$ cat src/rtl/multicycle_seq_if.sv
// Control/status bundle between the multi-cycle sequencer and its host
// (datapath glue, testbench or debug logic).
interface multicycle_seq_if #(
  parameter int unsigned CNT_W = 32
);
  logic             run;
  logic             step_req;
  logic [6:0]       opcode;
  logic             ir_we;
  logic             pc_we;
  logic             reg_we;
  logic             dmem_re;
  logic             dmem_we;
  logic             retire;
  logic             halted;
  logic             illegal;
  logic [2:0]       state;
  logic [CNT_W-1:0] cycle_cnt;
  logic [CNT_W-1:0] instret_cnt;

  modport master (
    output run, step_req, opcode,
    input  ir_we, pc_we, reg_we, dmem_re, dmem_we, retire,
    input  halted, illegal, state, cycle_cnt, instret_cnt
  );

  modport slave (
    input  run, step_req, opcode,
    output ir_we, pc_we, reg_we, dmem_re, dmem_we, retire,
    output halted, illegal, state, cycle_cnt, instret_cnt
  );
endinterface

$ cat src/rtl/multicycle_seq.sv
// Multi-cycle RV32I control sequencer: FETCH/DECODE/EXEC/MEM/WB stepping,
// Moore-decoded datapath strobes, run/step/halt control and perf counters.
module multicycle_seq #(
  parameter int unsigned MEM_LAT = 1,
  parameter int unsigned CNT_W   = 32
) (
  input  logic              clk,
  input  logic              rst,
  multicycle_seq_if.slave   bus
);

  typedef enum logic [2:0] {
    S_IDLE   = 3'd0,
    S_FETCH  = 3'd1,
    S_DECODE = 3'd2,
    S_EXEC   = 3'd3,
    S_MEM    = 3'd4,
    S_WB     = 3'd5,
    S_HALT   = 3'd6
  } state_t;

  typedef enum logic [2:0] {
    C_ALU,
    C_JUMP,
    C_LOAD,
    C_STORE,
    C_BRANCH,
    C_SYSTEM,
    C_ILLEGAL
  } cls_t;

  localparam logic [3:0] MEM_LAST = 4'(MEM_LAT - 1);

  state_t           state_q, state_d;
  cls_t             cls_q, cls_d;
  logic             pend_q, pend_d;
  logic [3:0]       mem_cnt_q, mem_cnt_d;
  logic             halted_q, halted_d;
  logic             illegal_q, illegal_d;
  logic [CNT_W-1:0] cycle_q;
  logic [CNT_W-1:0] instret_q;

  logic ir_we, pc_we, reg_we, dmem_re, dmem_we, retire;
  logic boundary;
  logic mem_last;
  logic busy;

  function automatic cls_t decode_cls(input logic [6:0] op);
    case (op)
      7'b0110011, 7'b0010011, 7'b0110111, 7'b0010111: decode_cls = C_ALU;
      7'b1101111, 7'b1100111:                         decode_cls = C_JUMP;
      7'b0000011:                                     decode_cls = C_LOAD;
      7'b0100011:                                     decode_cls = C_STORE;
      7'b1100011:                                     decode_cls = C_BRANCH;
      7'b1110011:                                     decode_cls = C_SYSTEM;
      default:                                        decode_cls = C_ILLEGAL;
    endcase
  endfunction

  assign mem_last = (mem_cnt_q == MEM_LAST);
  assign busy     = (state_q == S_FETCH) || (state_q == S_DECODE) ||
                    (state_q == S_EXEC)  || (state_q == S_MEM)    ||
                    (state_q == S_WB);

  always_ff @(posedge clk) begin
    if (rst) begin
      state_q   <= S_IDLE;
      cls_q     <= C_ALU;
      pend_q    <= 1'b0;
      mem_cnt_q <= '0;
      halted_q  <= 1'b0;
      illegal_q <= 1'b0;
    end else begin
      state_q   <= state_d;
      cls_q     <= cls_d;
      pend_q    <= pend_d;
      mem_cnt_q <= mem_cnt_d;
      halted_q  <= halted_d;
      illegal_q <= illegal_d;
    end
  end

  // Strobes depend only on registered state/class/mem count; run and
  // step_req affect nothing but the next-state choice.
  always_comb begin
    state_d   = state_q;
    cls_d     = cls_q;
    pend_d    = pend_q;
    mem_cnt_d = mem_cnt_q;
    halted_d  = halted_q;
    illegal_d = illegal_q;
    ir_we     = 1'b0;
    pc_we     = 1'b0;
    reg_we    = 1'b0;
    dmem_re   = 1'b0;
    dmem_we   = 1'b0;
    retire    = 1'b0;
    boundary  = 1'b0;

    case (state_q)
      S_IDLE: begin
        if (bus.run || bus.step_req) state_d = S_FETCH;
        if (bus.step_req)            pend_d  = 1'b1;
      end
      S_FETCH: begin
        ir_we   = 1'b1;
        state_d = S_DECODE;
      end
      S_DECODE: begin
        cls_d = decode_cls(bus.opcode);
        case (decode_cls(bus.opcode))
          C_SYSTEM: begin
            state_d  = S_HALT;
            halted_d = 1'b1;
          end
          C_ILLEGAL: begin
            state_d   = S_HALT;
            halted_d  = 1'b1;
            illegal_d = 1'b1;
          end
          default: state_d = S_EXEC;
        endcase
      end
      S_EXEC: begin
        case (cls_q)
          C_LOAD: begin
            dmem_re   = 1'b1;
            state_d   = S_MEM;
            mem_cnt_d = '0;
          end
          C_STORE: begin
            state_d   = S_MEM;
            mem_cnt_d = '0;
          end
          C_BRANCH: begin
            pc_we    = 1'b1;
            retire   = 1'b1;
            boundary = 1'b1;
          end
          default: state_d = S_WB;
        endcase
      end
      S_MEM: begin
        if (cls_q == C_LOAD) dmem_re = 1'b1;
        if (mem_last) begin
          if (cls_q == C_STORE) begin
            dmem_we  = 1'b1;
            pc_we    = 1'b1;
            retire   = 1'b1;
            boundary = 1'b1;
          end else begin
            state_d = S_WB;
          end
        end else begin
          mem_cnt_d = mem_cnt_q + 4'd1;
        end
      end
      S_WB: begin
        reg_we   = 1'b1;
        pc_we    = 1'b1;
        retire   = 1'b1;
        boundary = 1'b1;
      end
      S_HALT:  state_d = S_HALT;
      default: state_d = S_IDLE;
    endcase

    // A pending single step wins over run so a step always parks in IDLE.
    if (boundary) begin
      if (pend_q) begin
        pend_d  = 1'b0;
        state_d = S_IDLE;
      end else if (bus.run) begin
        state_d = S_FETCH;
      end else begin
        state_d = S_IDLE;
      end
    end
  end

  always_ff @(posedge clk) begin
    if (rst) begin
      cycle_q   <= '0;
      instret_q <= '0;
    end else begin
      if (busy)   cycle_q   <= cycle_q + CNT_W'(1);
      if (retire) instret_q <= instret_q + CNT_W'(1);
    end
  end

  assign bus.ir_we       = ir_we;
  assign bus.pc_we       = pc_we;
  assign bus.reg_we      = reg_we;
  assign bus.dmem_re     = dmem_re;
  assign bus.dmem_we     = dmem_we;
  assign bus.retire      = retire;
  assign bus.halted      = halted_q;
  assign bus.illegal     = illegal_q;
  assign bus.state       = state_q;
  assign bus.cycle_cnt   = cycle_q;
  assign bus.instret_cnt = instret_q;

  a_strobe_excl: assert property (@(posedge clk) disable iff (rst)
    !(dmem_re && dmem_we) && !(reg_we && dmem_we));

endmodule

$ cat src/flat_wrapper.sv
// flat-port wrapper written by rule: the top's interface ports become plain ports
module multicycle_seq_flat 
#(
  parameter int unsigned MEM_LAT = 1,
  parameter int unsigned CNT_W   = 32
)
  (clk, rst, bus_run, bus_step_req, bus_opcode, bus_ir_we, bus_pc_we, bus_reg_we, bus_dmem_re, bus_dmem_we, bus_retire, bus_halted, bus_illegal, bus_state, bus_cycle_cnt, bus_instret_cnt);
  multicycle_seq_if #(.CNT_W(CNT_W)) bus_i ();
  input  logic clk;
  input  logic rst;
  input wire logic [$bits(bus_i.run)-1:0] bus_run;
  input wire logic [$bits(bus_i.step_req)-1:0] bus_step_req;
  input wire logic [$bits(bus_i.opcode)-1:0] bus_opcode;
  output wire logic [$bits(bus_i.ir_we)-1:0] bus_ir_we;
  output wire logic [$bits(bus_i.pc_we)-1:0] bus_pc_we;
  output wire logic [$bits(bus_i.reg_we)-1:0] bus_reg_we;
  output wire logic [$bits(bus_i.dmem_re)-1:0] bus_dmem_re;
  output wire logic [$bits(bus_i.dmem_we)-1:0] bus_dmem_we;
  output wire logic [$bits(bus_i.retire)-1:0] bus_retire;
  output wire logic [$bits(bus_i.halted)-1:0] bus_halted;
  output wire logic [$bits(bus_i.illegal)-1:0] bus_illegal;
  output wire logic [$bits(bus_i.state)-1:0] bus_state;
  output wire logic [$bits(bus_i.cycle_cnt)-1:0] bus_cycle_cnt;
  output wire logic [$bits(bus_i.instret_cnt)-1:0] bus_instret_cnt;
  assign bus_i.run = bus_run;
  assign bus_i.step_req = bus_step_req;
  assign bus_i.opcode = bus_opcode;
  assign bus_ir_we = bus_i.ir_we;
  assign bus_pc_we = bus_i.pc_we;
  assign bus_reg_we = bus_i.reg_we;
  assign bus_dmem_re = bus_i.dmem_re;
  assign bus_dmem_we = bus_i.dmem_we;
  assign bus_retire = bus_i.retire;
  assign bus_halted = bus_i.halted;
  assign bus_illegal = bus_i.illegal;
  assign bus_state = bus_i.state;
  assign bus_cycle_cnt = bus_i.cycle_cnt;
  assign bus_instret_cnt = bus_i.instret_cnt;
  multicycle_seq #(.MEM_LAT(MEM_LAT), .CNT_W(CNT_W)) u_core (.clk(clk), .rst(rst), .bus(bus_i));
endmodule
$ cat config.mk
export PLATFORM = sky130hd
export DESIGN_NAME = multicycle_seq_flat
export DESIGN_NICKNAME = d
export VERILOG_FILES = /design/src/rtl/multicycle_seq_if.sv /design/src/rtl/multicycle_seq.sv /design/src/flat_wrapper.sv
export SDC_FILE = /design/constraint.sdc
export NUM_CORES = 1
export LEC_CHECK = 0
export CAP_MARGIN = 20
export CELL_PAD_IN_SITES_DETAIL_PLACEMENT = 1
export CELL_PAD_IN_SITES_GLOBAL_PLACEMENT = 2
export CORE_ASPECT_RATIO = 1.2
export CORE_UTILIZATION = 29
export CTS_CLUSTER_SIZE = 10
export DETAILED_ROUTE_END_ITERATION = 10
export PLACE_DENSITY = 0.78
export SYNTH_ARGS = -nofsm -noshare
export SYNTH_HDL_FRONTEND = slang
export SYNTH_SLANG_ARGS = --single-unit
$ cat constraint.sdc
create_clock -name clk -period 2.29 [get_ports clk]
set_input_delay 0.458 -clock clk [delete_from_list [all_inputs] [get_ports clk]]
set_output_delay 0.458 -clock clk [all_outputs]
set_load 0.03 [all_outputs]
Yosys cells after proc, flatten, opt, wreduce, memory -nomap -nowiden
Cells that the tools add are included.
Word-level totals
  register bits after elaboration: 77
  bits of input ports: 11
  output and inout bits: 75
Cells by class
  add/subtract/negate cells: 3
  equality and inequality tests: 28
  mux-type cells: 27
  reduce and logical (&&, ||, !) cells: 17
Operator list (count)
  adder 32 x 1 -> 32 bit (second input constant): 2
  == test 7 bit (second input constant): 4
  == test 7 x 6 -> 1 bit (second input constant): 3
  2-to-1 mux 3 bit: 7
  case mux 3 bit (7 select lines): 1
  == test 3 bit (second input constant): 6
  case mux 3 bit (6 select lines): 1
  == test 7 x 5 -> 1 bit (second input constant): 2
  2-to-1 mux 1 bit: 13
  == test 3 x 2 -> 1 bit (second input constant): 4
  2-to-1 mux 4 bit: 2
  case mux 4 bit (2 select lines): 1
  OR reduction 2 bit: 4
  == test 7 x 2 -> 1 bit (second input constant): 1
  inequality test 2 bit (second input constant): 3
  inequality test 3 x 2 -> 1 bit (second input constant): 2
  inequality test 3 bit (second input constant): 2
  case mux 3 bit (2 select lines): 1
  logical OR 1 bit: 5
  AND reduction 5 bit: 1
  adder 4 x 1 -> 4 bit (second input constant): 1
  logical NOT 4 bit: 1
  AND reduction 2 bit: 2
  OR reduction 4 bit: 1
  5 further kinds: 5

Logic depth before layout (Yosys ltp)
Gate-level depths: netlist (run 1).
  depth in word-level cells: 9
  mapped depth: 9
  depth with buffers taken out: 7

Worst setup path before layout (run 1)
OpenSTA, ideal clock, no wires.
  kind: flip-flop to output port
  from: register u_core.state_q[2] (netlist: u_core.bus.state[2])
  to: output port bus_retire
  arrival: 2.038 ns
  setup slack: -0.206 ns
  cell stages (with the launch flop): 7
  path buffers: 2
  cells stage by stage: dfxtp_1 -> nand4b_1 -> nor4_4 -> buf_2 -> nor2_1 -> inv_1 -> buf_4
On the way
  word-level cells in the longest chain between the ends: 2
Ends and longest elaborated chain
  from (decl): line multicycle_seq.sv:34  | state_t state_q, state_d;
  from (signal assigned): line multicycle_seq.sv:74  | state_q <= state_d;
  == test 3 bit / == test 3 x 2 -> 1 bit (equally long branches)
  case mux 1 bit (3 select lines) *
  to (decl): line flat_wrapper.sv:19  | output wire logic [$bits(bus_i.retire)-1:0] bus_retire;
Every way passes the cells marked *; elsewhere a longest branch is shown, timed or not.

Worst setup path after layout (run 1)
  from: register u_core.mem_cnt_q[0]
  to: output port bus_pc_we
On the way
  word-level cells in the longest chain between the ends: 3
Ends and longest elaborated chain
  from (decl): line multicycle_seq.sv:37  | logic [3:0] mem_cnt_q, mem_cnt_d;
  from (signal assigned): line multicycle_seq.sv:77  | mem_cnt_q <= mem_cnt_d;
  logical NOT 4 bit: line multicycle_seq.sv:60  | assign mem_last = (mem_cnt_q == MEM_LAST);
  2-to-1 mux 1 bit: line multicycle_seq.sv:145  | if (mem_last) begin
  case mux 1 bit (3 select lines): line multicycle_seq.sv:100  | case (state_q)
  to (decl): line flat_wrapper.sv:15  | output wire logic [$bits(bus_i.pc_we)-1:0] bus_pc_we;
No other way between the ends.

==> metrics.txt, run 1 <==
total global-route track usage 0.1763; CP Buf/Inv Count 5; Top FF cell, synth dfxtp_1; # clock sinks 77; hold buffer count at CTS 0; RSZ-0062 raised after global routing yes; DR iter-0 viols 80; DR vias/cell 5.192; part of the power in combinational logic 0.158; clock buffer depth 2; Area growth syn-to-layout 43.72%; sequential share of the synthesized area 0.4074; core area 12670 um^2; Max Clock Freq 418.7 MHz; PwrDens 669.4 nW/um^2; WHS 0.4866 ns; crit-path max cell delay 0.39 ns; ant diodes 0; post-DR wirelength/cell 15.39 um; commonest non-fill, non-tap cell in the layout clkdlybuf4s50_1; Gate Count Post-Synth 461; clock root buffer clkbuf_16; Fillers 1482; HPWL after DPL 8.253 mm; VDD IR-drop max 0.3627 mV; die width 106.3 um; Synth cell types 48; CTS tree built; initial antenna violation count 0; Clock Latency Late Sink 0.34 ns; NumNets Final 585; Antenna Nets Post-Route 0; leading area contributor after synthesis dfxtp_1; Leak Pwr 0.001809 uW; Syn Area/Cell 8.207 um^2; Seq cells post-synth 77; relative slew slack 0.5531; Final Hold Viols 0; post-route cell area 5438 um^2; Tcrit/Tclk final 1.043; Tmin final 2.388 ns; synthesized area 3784 um^2; status complete, but fails checks; crit-path cells inv_2, ha_2, or3b_4, nor4_4, buf_4, buf_6, nor2_4, inv_2, buf_6; switching pwr 993.6 uW; share of synthesized registers carrying an async set or reset 0; Initial Utilization 0.2987; I/O pin count 86; Core Util, Final 0.4292; Die Ht 127.1 um; area share of the largest cell type after synthesis 0.4074; full die area 13510 um^2; Final Max Tran Viols 0; Int Pwr 2646 uW; via count 3837; ratio of cells with drive above 1 in the final layout 0.1304; endpoints failing setup 5; Mapped Nets 476; failing checks setup timing; Setup Skew 0.006100 ns; total gr overflow 0; row cnt 45; Critical Path Start Type flop; Final Worst Setup Slack -0.09848 ns; CP max FO 2; Net Sw Frac 0.2730; largest cells by area after synthesis dfxtp_1 41%, nor2_1 5.6%, xor2_1 5.1%; Hold/Removal Path Class reg -> reg; Crit path arrival time 1.93 ns; first-pass GRT wire length 19.04 mm; CTS clk-pin slew, worst paths 0.06 ns; slowest CP cell or3b_4; Crit path required time 1.83 ns; Top Family by Delay on Critical Path simple AND/OR/NAND/NOR gates; area post-placement 4981 um^2; H-tree level count 3; clock network fraction of total power 0.439; Place WS 0.02616 ns; PortBufs 85; Tightest Pin Transition 0.6703 ns; crit path kind reg -> out; Post-synth EDFFs 0; drt drc 0; placer congestion estimate 0.7728; vias in the first global route 3850; post-route setup TNS -0.3087 ns; max cap viols 0; Critical Path End Type output pin; Reg power frac 0.403; yosys warns 0; cts bufs inserted 9; WL final 11.37 mm; largest net degree at the start of global routing 45; DR pass1 iterations 4; most frequent cells in the layout 79 x clkdlybuf4s50_1, 73 x dfxtp_1, 54 x nor2_1
[final timing paths]
path	start	slack (ns)	cells after the start	end
min	u_core.bus.cycle_cnt[31]$_SDFFE_PP0P_	0.49	2	u_core.bus.cycle_cnt[31]$_SDFFE_PP0P_
max reg2reg	u_core.mem_cnt_q[0]$_SDFFE_PP0P_	-0.04	9	u_core.bus.instret_cnt[17]$_SDFFE_PP0P_
min reg2reg	u_core.bus.cycle_cnt[31]$_SDFFE_PP0P_	0.49	2	u_core.bus.cycle_cnt[31]$_SDFFE_PP0P_
max	u_core.mem_cnt_q[0]$_SDFFE_PP0P_	-0.1	9	bus_pc_we
[routing by layer]
metal  global-route usage  vias up  wire length, um
met1               0.2170     1854             5111
li1                     -     1891                -
met4              0.06373        0              157
met5                    0        -                0
met3              0.03520       14              459
met2               0.3033       78             5642
[kinds of logic (layout without fill, tap and decap cells)]
logic type,after synthesis,in the layout,share of synthesized area
xor gates and xnor gates,37,37,0.08565
buffers and inverters,35,149,0.03769
and+or+nand+nor,216,216,0.3082
DFF,77,77,0.4074
muxes,1,1,0.002646
adders and majority gates,4,4,0.01323
AOI/OAI and AO/OA,91,91,0.1452
[worst min-delay path, cell delays in order (launching register included)]
cell     delay [ns]
dfxtp_1        0.32
o31ai_1        0.06
a21oi_1        0.05
[cell type report]
class	instances	area, um^2	area share
sequential	77	1546	0.2844
inverter	14	52.55	0.009664
clock inverter	5	81.33	0.01496
tap	164	205.2	0.03774
multi-input combinational	349	2133	0.3923
clock buffer	11	252.7	0.04648
timing repair buffer	119	1166	0.2145
[power groups by stage]
stage / logic (uW) / registers (uW) / clock network (uW)
after global routing: 624 / 1480 / 1710
after CTS: 574 / 1470 / 1650
after detailed placement: 573 / 1500 / 0
final: 575 / 1470 / 1600
after global placement: 568 / 1490 / 0
after floorplan: 291 / 1540 / 0
[cell usage after synthesis, types with 5 or more instances]
master	instances
a21oi_1	35
and4_1	5
clkbuf_1	15
dfxtp_1	77
inv_1	14
nand2_1	24
nand2b_1	6
nand3_1	31
nand4_1	14
nor2_1	56
nor3_1	15
nor4_1	12
o2111ai_1	5
o211ai_1	5
o21ai_0	23
o31ai_1	12
or3_1	20
or4_1	12
xnor2_1	15
xor2_1	22
[sequential cells by signal (all words and copies together), names as in the netlist]
register                flops
u_core.mem_cnt_q            4
u_core.bus.state            3
u_core.bus.instret_cnt     32
u_core.bus.halted           1
u_core.cls_q                3
u_core.pend_q               1
u_core.bus.cycle_cnt       32
u_core.bus.illegal          1
[metrics by stage]
stage | total power [uW] | cells
2_1_floorplan | 1835 | 461
3_3_place_gp | 2061 | 716
3_5_place_dp | 2069 | 716
4_1_cts | 3691 | 739
5_1_grt | 3809 | 739
6_report | 3640 | 739
[repair_timing]
action	CTS	global route
gates resized for setup	8	12
pin swaps	2	3
endpoints found under the setup margin	6	14
buffers inserted	7	0
Note: power is estimated with default switching activity, not from simulation.
==> inputs of run 2 (changes only) <==
GPL_TIMING_DRIVEN = 0   (was default)
SKIP_CTS_REPAIR_TIMING = 1   (was default)
==> run 2 against run 1 <==
Compared with the run above: the run still ends with setup timing left; cell count is 0.27% higher; first-iteration DRC count is 43% higher; fmax is 5.7% lower; non-clock buffer count is 3 higher; sequential share of layout area is 0.64 points lower; highest routed layer unchanged.
==> metrics.txt, run 2 (same netlist as run 1, synthesis figures left out) <==
Final Max Tran Viols 0 (unchanged); Hold/Removal Path Class reg -> reg; drt drc 0 (unchanged); VDD IR-drop max 0.4008 mV (+10%); largest net degree at the start of global routing 13 (-71%); Area growth syn-to-layout 47.29%; max cap viols 0 (unchanged); flop-to-flop setup slack -0.22 ns (-0.18 ns); cts bufs inserted 9 (unchanged); area post-placement 4848 um^2 (-2.7%); RSZ-0062 raised after global routing yes; PwrDens 643.1 nW/um^2 (-3.9%); relative slew slack 0.5079 (-0.04526); Crit path required time 1.83 ns (about the same); CTS tree built; status complete, but fails checks; die width 106.3 um (unchanged); HPWL after DPL 8.593 mm (+4.1%); Critical path destination bus_retire; slowest CP cell or3b_4; FF-to-FF End u_core.bus.instret_cnt[21]$_SDFFE_PP0P_; Max Clock Freq 394.6 MHz (-5.7%); instance count on the critical path 9 (unchanged); FF-to-FF Start u_core.mem_cnt_q[0]$_SDFFE_PP0P_; Initial Utilization 0.2987 (unchanged); CTS clk-pin slew, worst paths 0.06 ns (about the same); Final Worst Setup Slack -0.2441 ns (-0.1457 ns); placer congestion estimate 0.7434 (-3.8%); depth of the most critical reg-to-reg path 9 (unchanged); commonest non-fill, non-tap cell in the layout clkdlybuf4s50_1; part of the power in combinational logic 0.164 (+0.006); Top Family by Delay on Critical Path simple AND/OR/NAND/NOR gates; DR pass1 iterations 4 (unchanged); Core Util, Final 0.4399 (+0.01067); failing checks setup timing; Tightest Pin Transition 0.7314 ns (+0.06115 ns); via count 3943 (+2.8%); DR iter-0 viols 114 (+43%); Tmin final 2.534 ns (+0.1457 ns); DR vias/cell 5.321 (+2.5%); endpoints failing setup 19 (+14); CP Buf/Inv Count 5 (unchanged); Clock Latency Late Sink 0.34 ns (about the same); Net Sw Frac 0.2745 (+0.001549); switching pwr 983.9 uW (-0.98%); Critical Path End Type output pin; crit-path cells inv_2, ha_4, or3b_4, nor4_4, buf_6, nor2_4, inv_2, buf_6, buf_6; initial antenna violation count 0 (unchanged); Tcrit/Tclk final 1.107 (+0.06361); clock network fraction of total power 0.430 (-0.009); crit-path most repeated cell buf_6; critical path launch point u_core.mem_cnt_q[0]$_SDFFE_PP0P_; Setup Skew 0.007322 ns (+0.001222 ns); crit-path max cell delay 0.39 ns (about the same); ratio of cells with drive above 1 in the final layout 0.1577 (+0.02728); Critical Path Start Type flop; vias in the first global route 3939 (+2.3%); H-tree level count 3 (unchanged); # clock sinks 77 (unchanged); clock root buffer clkbuf_16; total global-route track usage 0.1806 (+0.004230); WL final 12.34 mm (+8.5%); CP max FO 5 (+3); ant diodes 0 (unchanged); Reg power frac 0.405 (+0.002); crit path kind reg -> out; most frequent cells in the layout 80 x clkdlybuf4s50_1, 73 x dfxtp_1, 53 x nor2_1; post-route cell area 5573 um^2 (+2.5%); first-pass GRT wire length 19.46 mm (+2.2%); I/O pin count 86 (unchanged); NumNets Final 588 (+0.51%); critical hold path startpoint u_core.bus.halted$_SDFFE_PP0P_; Die Ht 127.1 um (unchanged); post-DR wirelength/cell 16.66 um (+8.3%); clock buffer depth 2 (unchanged); Antenna Nets Post-Route 0 (unchanged); PortBufs 85 (unchanged); cell total after placement 710 (-0.84%); full die area 13510 um^2 (unchanged); Int Pwr 2600 uW (-1.7%); Final Hold Viols 0 (unchanged); core area 12670 um^2 (unchanged); Crit path arrival time 2.08 ns (+0.15 ns); Finished Layout Cells 741 (+0.27%); row cnt 45 (unchanged); total gr overflow 0 (unchanged); Leak Pwr 0.001843 uW (+1.9%)
==> run 2: changes by cell type in the layout (fill, tap and decap cells not counted), sizes merged <==
cell and change:
clkbuf +18, dlygate4sd2 -1, dlymetal6s2s +1, buf -16, clkdlybuf4s50 +1, inv -1
==> run 2: layout make-up <==
type / count / area [um^2]
timing repair buffer: 101 / 993.5
multi-input combinational: 349 / 2328
buffer: 21 / 128.9
tap: 164 / 205.2
clock buffer: 11 / 242.7
sequential: 77 / 1549
clock inverter: 4 / 72.57
inverter: 14 / 52.55
fill: 1494 / 7096
==> run 2: metrics by stage <==
stage	total power, uW	hold WS, ns	worst slack, ns	TNS (ns)
floorplan	1835	0.4538	0.03388	0
global placement	2039	0.4586	-0.6090	-7.573
detailed placement	2053	0.4807	-0.6326	-7.876
CTS	3608	0.4924	-1.019	-10.14
global route	3745	0.5319	-0.3160	-4.221
finish	3584	0.4810	-0.2441	-2.648
==> run 2: worst reg2reg max path: stages (launching register included) <==
cell      delay [ns]
dfxtp_4         0.35
inv_2           0.06
ha_4            0.11
or3b_4          0.39
nor4_4          0.34
buf_4           0.21
o211ai_1        0.12
buf_4           0.23
or4_1           0.50
a21oi_1         0.12
==> run 2: worst min-delay path by stage <==
stage	endpoint	slack, ns	cells past startpoint
after floorplan	u_core.mem_cnt_q[3]$_SDFFE_PP0P_	0.45	2
after global placement	u_core.bus.halted$_SDFFE_PP0P_	0.46	2
after detailed placement	u_core.bus.halted$_SDFFE_PP0P_	0.48	2
after CTS	u_core.bus.halted$_SDFFE_PP0P_	0.49	2
after global routing	u_core.bus.halted$_SDFFE_PP0P_	0.53	2
final	u_core.bus.halted$_SDFFE_PP0P_	0.48	2
==> run 2: layer usage <==
metal  global-route usage  wire, um  share of wire
met1               0.2176      5326           0.43
met2               0.3155      6208           0.50
met3              0.04541       567          0.046
met4              0.05147       241          0.020
met5                    0         0              0
==> run 2: power by group through the flow <==
stage	logic, uW	registers [uW]	clock network (uW)
3_5_place_dp	571	1480	0
5_1_grt	637	1460	1650
4_1_cts	575	1450	1580
6_report	588	1450	1540
2_1_floorplan	291	1540	0
3_3_place_gp	560	1480	0
==> inputs of run 3 (changes only) <==
CELL_PAD_IN_SITES_GLOBAL_PLACEMENT = 1   (was 2)
CORE_UTILIZATION = 37   (was 29)
==> run 3 against run 2 <==
Compared with the run above: the flow still finishes with violations (setup timing); register-to-register slack got worse by 0.05 ns; critical path depth down 1; wire length is 0.77% lower; clock-buffer cell count rose by 1; largest power group is now registers.
==> metrics.txt, run 3 (same netlist as run 1, synthesis figures left out) <==
cell total after placement 672 (-5.4%); Crit path required time 2.56 ns (+0.73 ns); Max Clock Freq 391.3 MHz (-0.84%); row cnt 40 (-11%); Initial Utilization 0.3799 (+0.08123); max cap viols 0 (unchanged); HPWL after DPL 8.314 mm (-3.3%); Top Family by Delay on Critical Path simple AND/OR/NAND/NOR gates; PwrDens 623.1 nW/um^2 (-3.1%); grt met1 use 0.2672 (+0.04961); failing checks setup timing; Die Ht 112.8 um (-11%); ant diodes 0 (unchanged); hold path depth 2 (unchanged); clock root buffer clkbuf_16; Antenna Nets Post-Route 0 (unchanged); vias in the first global route 3988 (+1.2%); die width 94.31 um (-11%); Tcrit/Tclk final 1.116 (+0.009401); met3 GRT Util 0.05712 (+0.01172); Finished Layout Cells 701 (-5.4%); most used routing layer met2; WL final 12.25 mm (-0.77%); met2 Resource Use GR 0.3981 (+0.08256); clock buffer depth 2 (unchanged); slowest CP cell or4_1; drt drc 0 (unchanged); CTS tree built; Clock Latency Late Sink 0.34 ns (about the same); DR vias/cell 5.596 (+5.2%); post-DR wirelength/cell 17.47 um (+4.9%); total gr overflow 0 (unchanged); Final Hold Viols 0 (unchanged); crit-path max cell delay 0.63 ns (+0.24 ns); commonest non-fill, non-tap cell in the layout clkdlybuf4s50_1; CP Buf/Inv Count 2 (-3); total global-route track usage 0.2274 (+0.04685); instance count on the critical path 8 (-1); Setup Skew 0.006731 ns (-0.0005905 ns); endpoints failing setup 24 (+5); Area growth syn-to-layout 43.72%; Leak Pwr 0.001797 uW (-2.5%); Tmin final 2.556 ns (+0.02153 ns); DR pass1 iterations 6 (+2); Final Max Tran Viols 0 (unchanged); crit-path cells inv_2, ha_4, or3b_4, nor4_4, buf_4, o211ai_1, or4_1, a21oi_2; core area 9960 um^2 (-21%); Crit path arrival time 2.83 ns (+0.75 ns); NumNets Final 585 (-0.51%); largest net degree at the start of global routing 13 (unchanged); # clock sinks 77 (unchanged); Critical Path End Type flop; CP max FO 8 (+3); Final Worst Setup Slack -0.2657 ns (-0.02153 ns); Fillers 1162 (-22%); area post-placement 4801 um^2 (-0.98%); depth of the most critical reg-to-reg path 8 (-1); most frequent cells in the layout 79 x clkdlybuf4s50_1, 73 x dfxtp_1, 54 x nor2_1; I/O pin count 86 (unchanged); cts bufs inserted 9 (unchanged); via count 3923 (-0.51%); DR iter-0 viols 114 (unchanged); Hold/Removal Path Class reg -> reg; Tightest Pin Transition 0.8418 ns (+0.1104 ns); crit path kind reg -> reg; PortBufs 85 (unchanged); first-pass GRT wire length 19.10 mm (-1.8%); CTS clk-pin slew, worst paths 0.06 ns (about the same); H-tree level count 3 (unchanged); post-route setup TNS -3.425 ns (-0.7771 ns); status complete, but fails checks; post-route cell area 5438 um^2 (-2.4%); placer congestion estimate 0.8040 (+8.2%); ratio of cells with drive above 1 in the final layout 0.1496 (-0.008147); RSZ-0062 raised after global routing yes; VDD IR-drop max 0.4722 mV (+18%); relative slew slack 0.4336 (-0.07429); full die area 10640 um^2 (-21%); Critical Path Start Type flop; initial antenna violation count 0 (unchanged)
## run 3: cell count changes in the layout (fill, tap and decap cells not counted), sizes merged
cell and change:
clkinv +2, clkbuf -1, clkdlybuf4s50 -1, dlymetal6s2s +1, buf -1, bufinv -2
## run 3: metal layers
layer / routed length [um] / part of all wire / up-vias
met4: 277 / 0.023 / 0
li1: - / - / 1898
met5: 0 / 0 / -
met3: 547 / 0.045 / 25
met2: 6249 / 0.51 / 103
met1: 5174 / 0.42 / 1897
## run 3: area by class of cell
type	instances	area [um^2]	share of cell area
Timing Repair Buffer	98	975.9	0.1795
Clock buffer	12	256.5	0.04717
Sequential cell	77	1549	0.2849
Multi-Input combinational cell	349	2295	0.4220
Inverter	14	52.55	0.009664
Tap cell	126	157.7	0.02899
Buffer	21	128.9	0.02370
Clock inverter	4	22.52	0.004142
## run 3: per-stage QoR
step	setup WS (ns)	power [uW]	util	hold slack, ns
2_1_floorplan	0.03388	1835	-	0.4538
6_report	-0.2657	3388	0.5460	0.4889
3_5_place_dp	-0.5886	2049	0.4820	0.4813
5_1_grt	-0.3824	3526	0.5460	0.5089
3_3_place_gp	-0.5578	2026	0.4820	0.4585
4_1_cts	-0.9882	3400	0.5101	0.4898
## run 3: worst paths after layout
kind / slack, ns / end / from
max: -0.27 / u_core.bus.instret_cnt[27]$_SDFFE_PP0P_ / u_core.mem_cnt_q[0]$_SDFFE_PP0P_
min: 0.49 / u_core.mem_cnt_q[1]$_SDFFE_PP0P_ / u_core.mem_cnt_q[1]$_SDFFE_PP0P_
min reg2reg: 0.49 / u_core.mem_cnt_q[1]$_SDFFE_PP0P_ / u_core.mem_cnt_q[1]$_SDFFE_PP0P_
max reg2reg: -0.27 / u_core.bus.instret_cnt[27]$_SDFFE_PP0P_ / u_core.mem_cnt_q[0]$_SDFFE_PP0P_
## run 3: report_power, final
part / internal, uW / total (uW) / switching, uW
Clock: 787 / 1340 / 551
Combinational: 229 / 595 / 367
Sequential: 1390 / 1450 / 60.8
Total: 2410 / 3390 / 979
## run 3: tightest hold or removal path, delay by kind of cell, from the launching register on
family             cells  cell delay, ns
and+or+nand+nor        1            0.05
DFF                    1            0.33
AOI/OAI and AO/OA      1            0.06
==> edit 1, RTL diff (settings of run 2) <==
`CNT_W` is set to 32 in 3 places; all go to 64.
--- a/src/rtl/multicycle_seq_if.sv
+++ b/src/rtl/multicycle_seq_if.sv
@@ -2,5 +2,5 @@
 // (datapath glue, testbench or debug logic).
 interface multicycle_seq_if #(
-  parameter int unsigned CNT_W = 32
+  parameter int unsigned CNT_W = 64
 );
   logic             run;
--- a/src/rtl/multicycle_seq.sv
+++ b/src/rtl/multicycle_seq.sv
@@ -3,5 +3,5 @@
 module multicycle_seq #(
   parameter int unsigned MEM_LAT = 1,
-  parameter int unsigned CNT_W   = 32
+  parameter int unsigned CNT_W   = 64
 ) (
   input  logic              clk,
--- a/src/flat_wrapper.sv
+++ b/src/flat_wrapper.sv
@@ -3,5 +3,5 @@
 #(
   parameter int unsigned MEM_LAT = 1,
-  parameter int unsigned CNT_W   = 32
+  parameter int unsigned CNT_W   = 64
 )
   (clk, rst, bus_run, bus_step_req, bus_opcode, bus_ir_we, bus_pc_we, bus_reg_we, bus_dmem_re, bus_dmem_we, bus_retire, bus_halted, bus_illegal, bus_state, bus_cycle_cnt, bus_instret_cnt);
Interface: changed (resized bus_cycle_cnt and bus_instret_cnt); port bits go from 86 to 150. The function was not compared with the original's and may differ.
==> edit 1 against run 2 <==
- the run still ends with setup timing left
- area after synthesis up 91%
- maximum frequency up 3.1%
- clock skew up 0.0070 ns
- wire length up 100%
- total power up 76%
- cell area up 86%
- sequential cell count up 64
- setup slack better by 0.077 ns
- critical path type unchanged
- critical endpoint unchanged
- largest cell class unchanged
==> edit 1: results (changes against run 2) <==
.. list-table::
   :header-rows: 1

   * - Metric
     - Value
   * - Status
     - finished with violations (unchanged)
   * - Violations in the final reports
     - setup timing (unchanged)
   * - Buffering overhead
     - 19.3% (was 20.1%)
   * - List of most frequent post-synthesis cells
     - sky130_fd_sc_hd__dfxtp_1 (141), sky130_fd_sc_hd__nor2_1 (99), sky130_fd_sc_hd__a21oi_1 (76) (was sky130_fd_sc_hd__dfxtp_1 (77), sky130_fd_sc_hd__nor2_1 (56), sky130_fd_sc_hd__a21oi_1 (35))
   * - Comb_multi_in
     - 681 (was 349)
   * - Weighted congestion reported at the end of routability-driven placement
     - 0.784 (was 0.743)
   * - Worst hold margin
     - 0.450 ns (was 0.481 ns)
   * - Setup slack, reg-to-reg
     - -0.03 ns (was -0.22 ns)
   * - Final-layout clock-cell area share
     - 5.44% (was 5.66%)
   * - Proportion of cell area occupied by registers
     - 27.7% (was 27.8%)
   * - Leakage component of the power
     - 0.00342 uW (was 0.00184 uW)
   * - Dominant cells by area after synthesis
     - sky130_fd_sc_hd__dfxtp_1 (39%), sky130_fd_sc_hd__a21oi_1 (5.3%), sky130_fd_sc_hd__nor2_1 (5.1%) (was sky130_fd_sc_hd__dfxtp_1 (41%), sky130_fd_sc_hd__nor2_1 (5.6%), sky130_fd_sc_hd__xor2_1 (5.1%))
   * - Total met2 wirelength after detailed routing
     - 12700 um (was 6210 um)
   * - Max transition margin
     - 49.8% (was 50.8%)
   * - Signal inverters
     - 31 (was 14)
   * - Maximum number of pins on one net before global-route repair
     - 17 (was 13)
   * - Clock sinks
     - 141 (was 77)
   * - Final WL
     - 25000 um (was 12300 um)
   * - Met3 wire len
     - 720 um (was 567 um)
   * - First-pass GRT wire length
     - 38900 um (was 19500 um)
   * - Fin worst setup slack
     - -0.167 ns (was -0.244 ns)
   * - Net Count, Synth
     - 906 (was 476)
   * - Maximum VDD drop
     - 0.459 mV (was 0.401 mV)
   * - Crit-path max FO
     - 7 (was 5)
   * - Insertion delay of the later-clocked pin in the worst-skew pair
     - 0.42 ns (was 0.34 ns)
   * - Multi-input logic area
     - 4390 um2 (was 2330 um2)
   * - Total of fill cells in the finished design
     - 2899 (was 1494)
   * - Post-layout nets
     - 1112 (was 588)
   * - Placed wire-length estimate
     - 17800 um (was 8590 um)
   * - Layout Skew
     - 0.0143 ns (was 0.00732 ns)
   * - Number of setup violations in the final report
     - 8 (was 19)
edit 1: power by group:
group / internal [uW] / total [uW] / switching, uW
combinational: 403 / 999 / 596
sequential: 2530 / 2630 / 92.0
clock: 1580 / 2690 / 1110
total: 4510 / 6320 / 1800
edit 1: stage by stage:
stage	setup TNS [ns]	cell area [um2]
2_1_floorplan	0	7260
6_report	-0.591	10400
3_3_place_gp	-48.73	9140
4_1_cts	-27.63	9710
5_1_grt	-4.22	10400
3_5_place_dp	-49.55	9140
edit 1: final timing paths:
| kind | startpoint | end | cells after the start |
|---|---|---|---|
| hold reg to reg | u_core.bus.illegal | u_core.bus.illegal | 2 |
| hold / removal | u_core.bus.illegal | u_core.bus.illegal | 2 |
| setup reg to reg | u_core.bus.state[2] | u_core.bus.instret_cnt[51] | 7 |
| setup / recovery | u_core.bus.state[1] | bus_retire | 8 |
edit 1: per-layer routing:
metal | vias up | track usage, %
li1 | 3667 | -
met2 | 105 | 33.8
met3 | 12 | 3.52
met4 | 0 | 3.52
met1 | 3665 | 23.7
met5 | - | 0
edit 1: critical path, delay by kind of cell, from the launching register on:
kind	cells	cell delay, ns
DFF	1	0.38
and+or+nand+nor	2	0.41
AOI/OAI and AO/OA	1	0.24
buffers and inverters	5	0.55
edit 1: logic make-up after synthesis:
| kind of cell | Yosys count | share of synthesized area, % |
|---|---|---|
| AOI/OAI and AO/OA | 176 | 14.7 |
| buffers and inverters | 69 | 3.74 |
| DFF | 141 | 39.0 |
| adders and majority gates | 4 | 0.692 |
| and+or+nand+nor | 437 | 33.2 |
| xor gates and xnor gates | 37 | 4.48 |
| muxes | 27 | 4.17 |
==> edit 2, RTL diff (config.mk and constraints of run 2) <==
Without the edit above. Re-encode `cls_t` (7 values) as one-hot, 7 bits wide.
--- a/src/rtl/multicycle_seq.sv
+++ b/src/rtl/multicycle_seq.sv
@@ -20,12 +20,12 @@
   } state_t;
 
-  typedef enum logic [2:0] {
-    C_ALU,
-    C_JUMP,
-    C_LOAD,
-    C_STORE,
-    C_BRANCH,
-    C_SYSTEM,
-    C_ILLEGAL
+  typedef enum logic [6:0] {
+    C_ALU     = 7'b0000001,
+    C_JUMP    = 7'b0000010,
+    C_LOAD    = 7'b0000100,
+    C_STORE   = 7'b0001000,
+    C_BRANCH  = 7'b0010000,
+    C_SYSTEM  = 7'b0100000,
+    C_ILLEGAL = 7'b1000000
   } cls_t;
 
Formal check against the unedited RTL: no difference found for any inputs over 10 cycles, from zero or initial values and one cycle with rst high; not proved beyond that.
==> edit 2 against run 2 <==
- sequential power is 8% higher
- critical path depth stayed put
- the run still ends with setup timing left
- area after synthesis is 3.8% higher
- total power is 14% higher
- worst hold slack worse by 0.033 ns
- cell area is 0.81% lower
- setup slack worse by 0.13 ns
- core utilization is 2.2 points lower
- die area is 3.7% higher
- via count is 2.3% lower
- combinational power is 41% higher
- sequential cell count is 4 higher
- wire length is 4.3% lower
==> edit 2: results (changes against run 2) <==
.. list-table::
   :header-rows: 1

   * - Metric
     - Value
   * - Data arrival time of the critical path
     - 2.21 ns (was 2.08 ns)
   * - Vias
     - 3851 (was 3943)
   * - Leakage component of the power
     - 0.00182 uW (was 0.00184 uW)
   * - Distinct cells, synth
     - 52 (was 48)
   * - Number of setup violations in the final report
     - 16 (was 19)
   * - Post-layout nets
     - 597 (was 588)
   * - Placed wire-length estimate
     - 8530 um (was 8590 um)
   * - List of most frequent post-synthesis cells
     - sky130_fd_sc_hd__dfxtp_1 (81), sky130_fd_sc_hd__nor2_1 (61), sky130_fd_sc_hd__a21oi_1 (38) (was sky130_fd_sc_hd__dfxtp_1 (77), sky130_fd_sc_hd__nor2_1 (56), sky130_fd_sc_hd__a21oi_1 (35))
   * - Number of instances in the synthesized netlist
     - 475 (was 461)
   * - DRC violation total after the first TritonRoute iteration
     - 79 (was 114)
   * - Fin worst setup slack
     - -0.376 ns (was -0.244 ns)
   * - Reg power frac
     - 38.3% (was 40.5%)
   * - Area used by sequential logic in the layout
     - 1630 um2 (was 1550 um2)
   * - Post-route non-filler standard cell count
     - 755 (was 741)
   * - First-pass GRT wire length
     - 19400 um (was 19500 um)
   * - Total of fill cells in the finished design
     - 1573 (was 1494)
   * - Tot GR Track Use
     - 17.7% (was 18.1%)
   * - Status
     - finished with violations (unchanged)
   * - Violations in the final reports
     - setup timing (unchanged)
   * - Clock network fraction of design power
     - 41.4% (was 43.0%)
   * - Fin Setup TNS
     - -2.09 ns (was -2.65 ns)
   * - Maximum number of pins on one net before global-route repair
     - 15 (was 13)
   * - Port bufs
     - 84 (was 85)
   * - Worst-margin pin slew
     - 0.658 ns (was 0.731 ns)
   * - Sequential element share of the synthesized area
     - 41.3% (was 40.7%)
   * - Final WL
     - 11800 um (was 12300 um)
   * - Net Count, Synth
     - 490 (was 476)
   * - Dominant cells by area after synthesis
     - sky130_fd_sc_hd__dfxtp_1 (41%), sky130_fd_sc_hd__nor2_1 (5.8%), sky130_fd_sc_hd__xnor2_1 (5.1%) (was sky130_fd_sc_hd__dfxtp_1 (41%), sky130_fd_sc_hd__nor2_1 (5.6%), sky130_fd_sc_hd__xor2_1 (5.1%))
   * - Weighted congestion reported at the end of routability-driven placement
     - 0.774 (was 0.743)
   * - Share of layout cells above drive strength 1
     - 12.6% (was 15.8%)
   * - Maximum VDD drop
     - 0.440 mV (was 0.401 mV)
   * - Post-detailed-placement cell area
     - 4990 um2 (was 4850 um2)
   * - Tot Pwr
     - 4070 uW (was 3580 uW)
   * - Number of global-route vias before repair
     - 3836 (was 3939)
   * - Total net switching power
     - 1190 uW (was 984 uW)
edit 2: cells by family after synthesis:
group / synth area share (%)
and+or+nand+nor: 28.6
AOI/OAI and AO/OA: 15.3
DFF: 41.3
xor gates and xnor gates: 9.14
buffers and inverters: 4.20
adders and majority gates: 1.27
muxes: 0.255
edit 2: area by class of cell:
cell class	count	share of cell area, %
Buffer	24	2.22
Sequential cell	81	29.5
Multi-Input combinational cell	353	40.3
Tap cell	168	3.80
Inverter	17	1.15
Clock inverter	7	2.15
Timing Repair Buffer	96	16.8
Clock buffer	9	4.07
edit 2: worst paths after layout:
check | start | end | slack (ns) | cells after the start
setup reg to reg | u_core.mem_cnt_q[0] | u_core.bus.instret_cnt[31] | -0.13 | 9
hold / removal | u_core.bus.illegal | u_core.bus.illegal | 0.45 | 2
hold reg to reg | u_core.bus.illegal | u_core.bus.illegal | 0.45 | 2
setup / recovery | u_core.mem_cnt_q[0] | bus_retire | -0.38 | 9
edit 2: worst reg2reg max path, stage by stage, from the launching register on:
cell	delay (ns)
sky130_fd_sc_hd__dfxtp_2	0.33
sky130_fd_sc_hd__inv_2	0.08
sky130_fd_sc_hd__ha_4	0.12
sky130_fd_sc_hd__or4bb_4	0.47
sky130_fd_sc_hd__nor4_4	0.31
sky130_fd_sc_hd__buf_6	0.18
sky130_fd_sc_hd__buf_4	0.11
sky130_fd_sc_hd__o2111ai_2	0.19
sky130_fd_sc_hd__or3_1	0.42
sky130_fd_sc_hd__a21oi_1	0.14
edit 2: metal layers:
metal | share of wire (%) | track usage, % | vias to the layer above | wire length (um)
met4 | 1.2 | 5.08 | 0 | 144
met1 | 46 | 21.8 | 1861 | 5430
li1 | - | - | 1915 | -
met5 | 0 | 0 | - | 0
met2 | 48 | 30.0 | 64 | 5720
met3 | 4.5 | 4.98 | 11 | 527
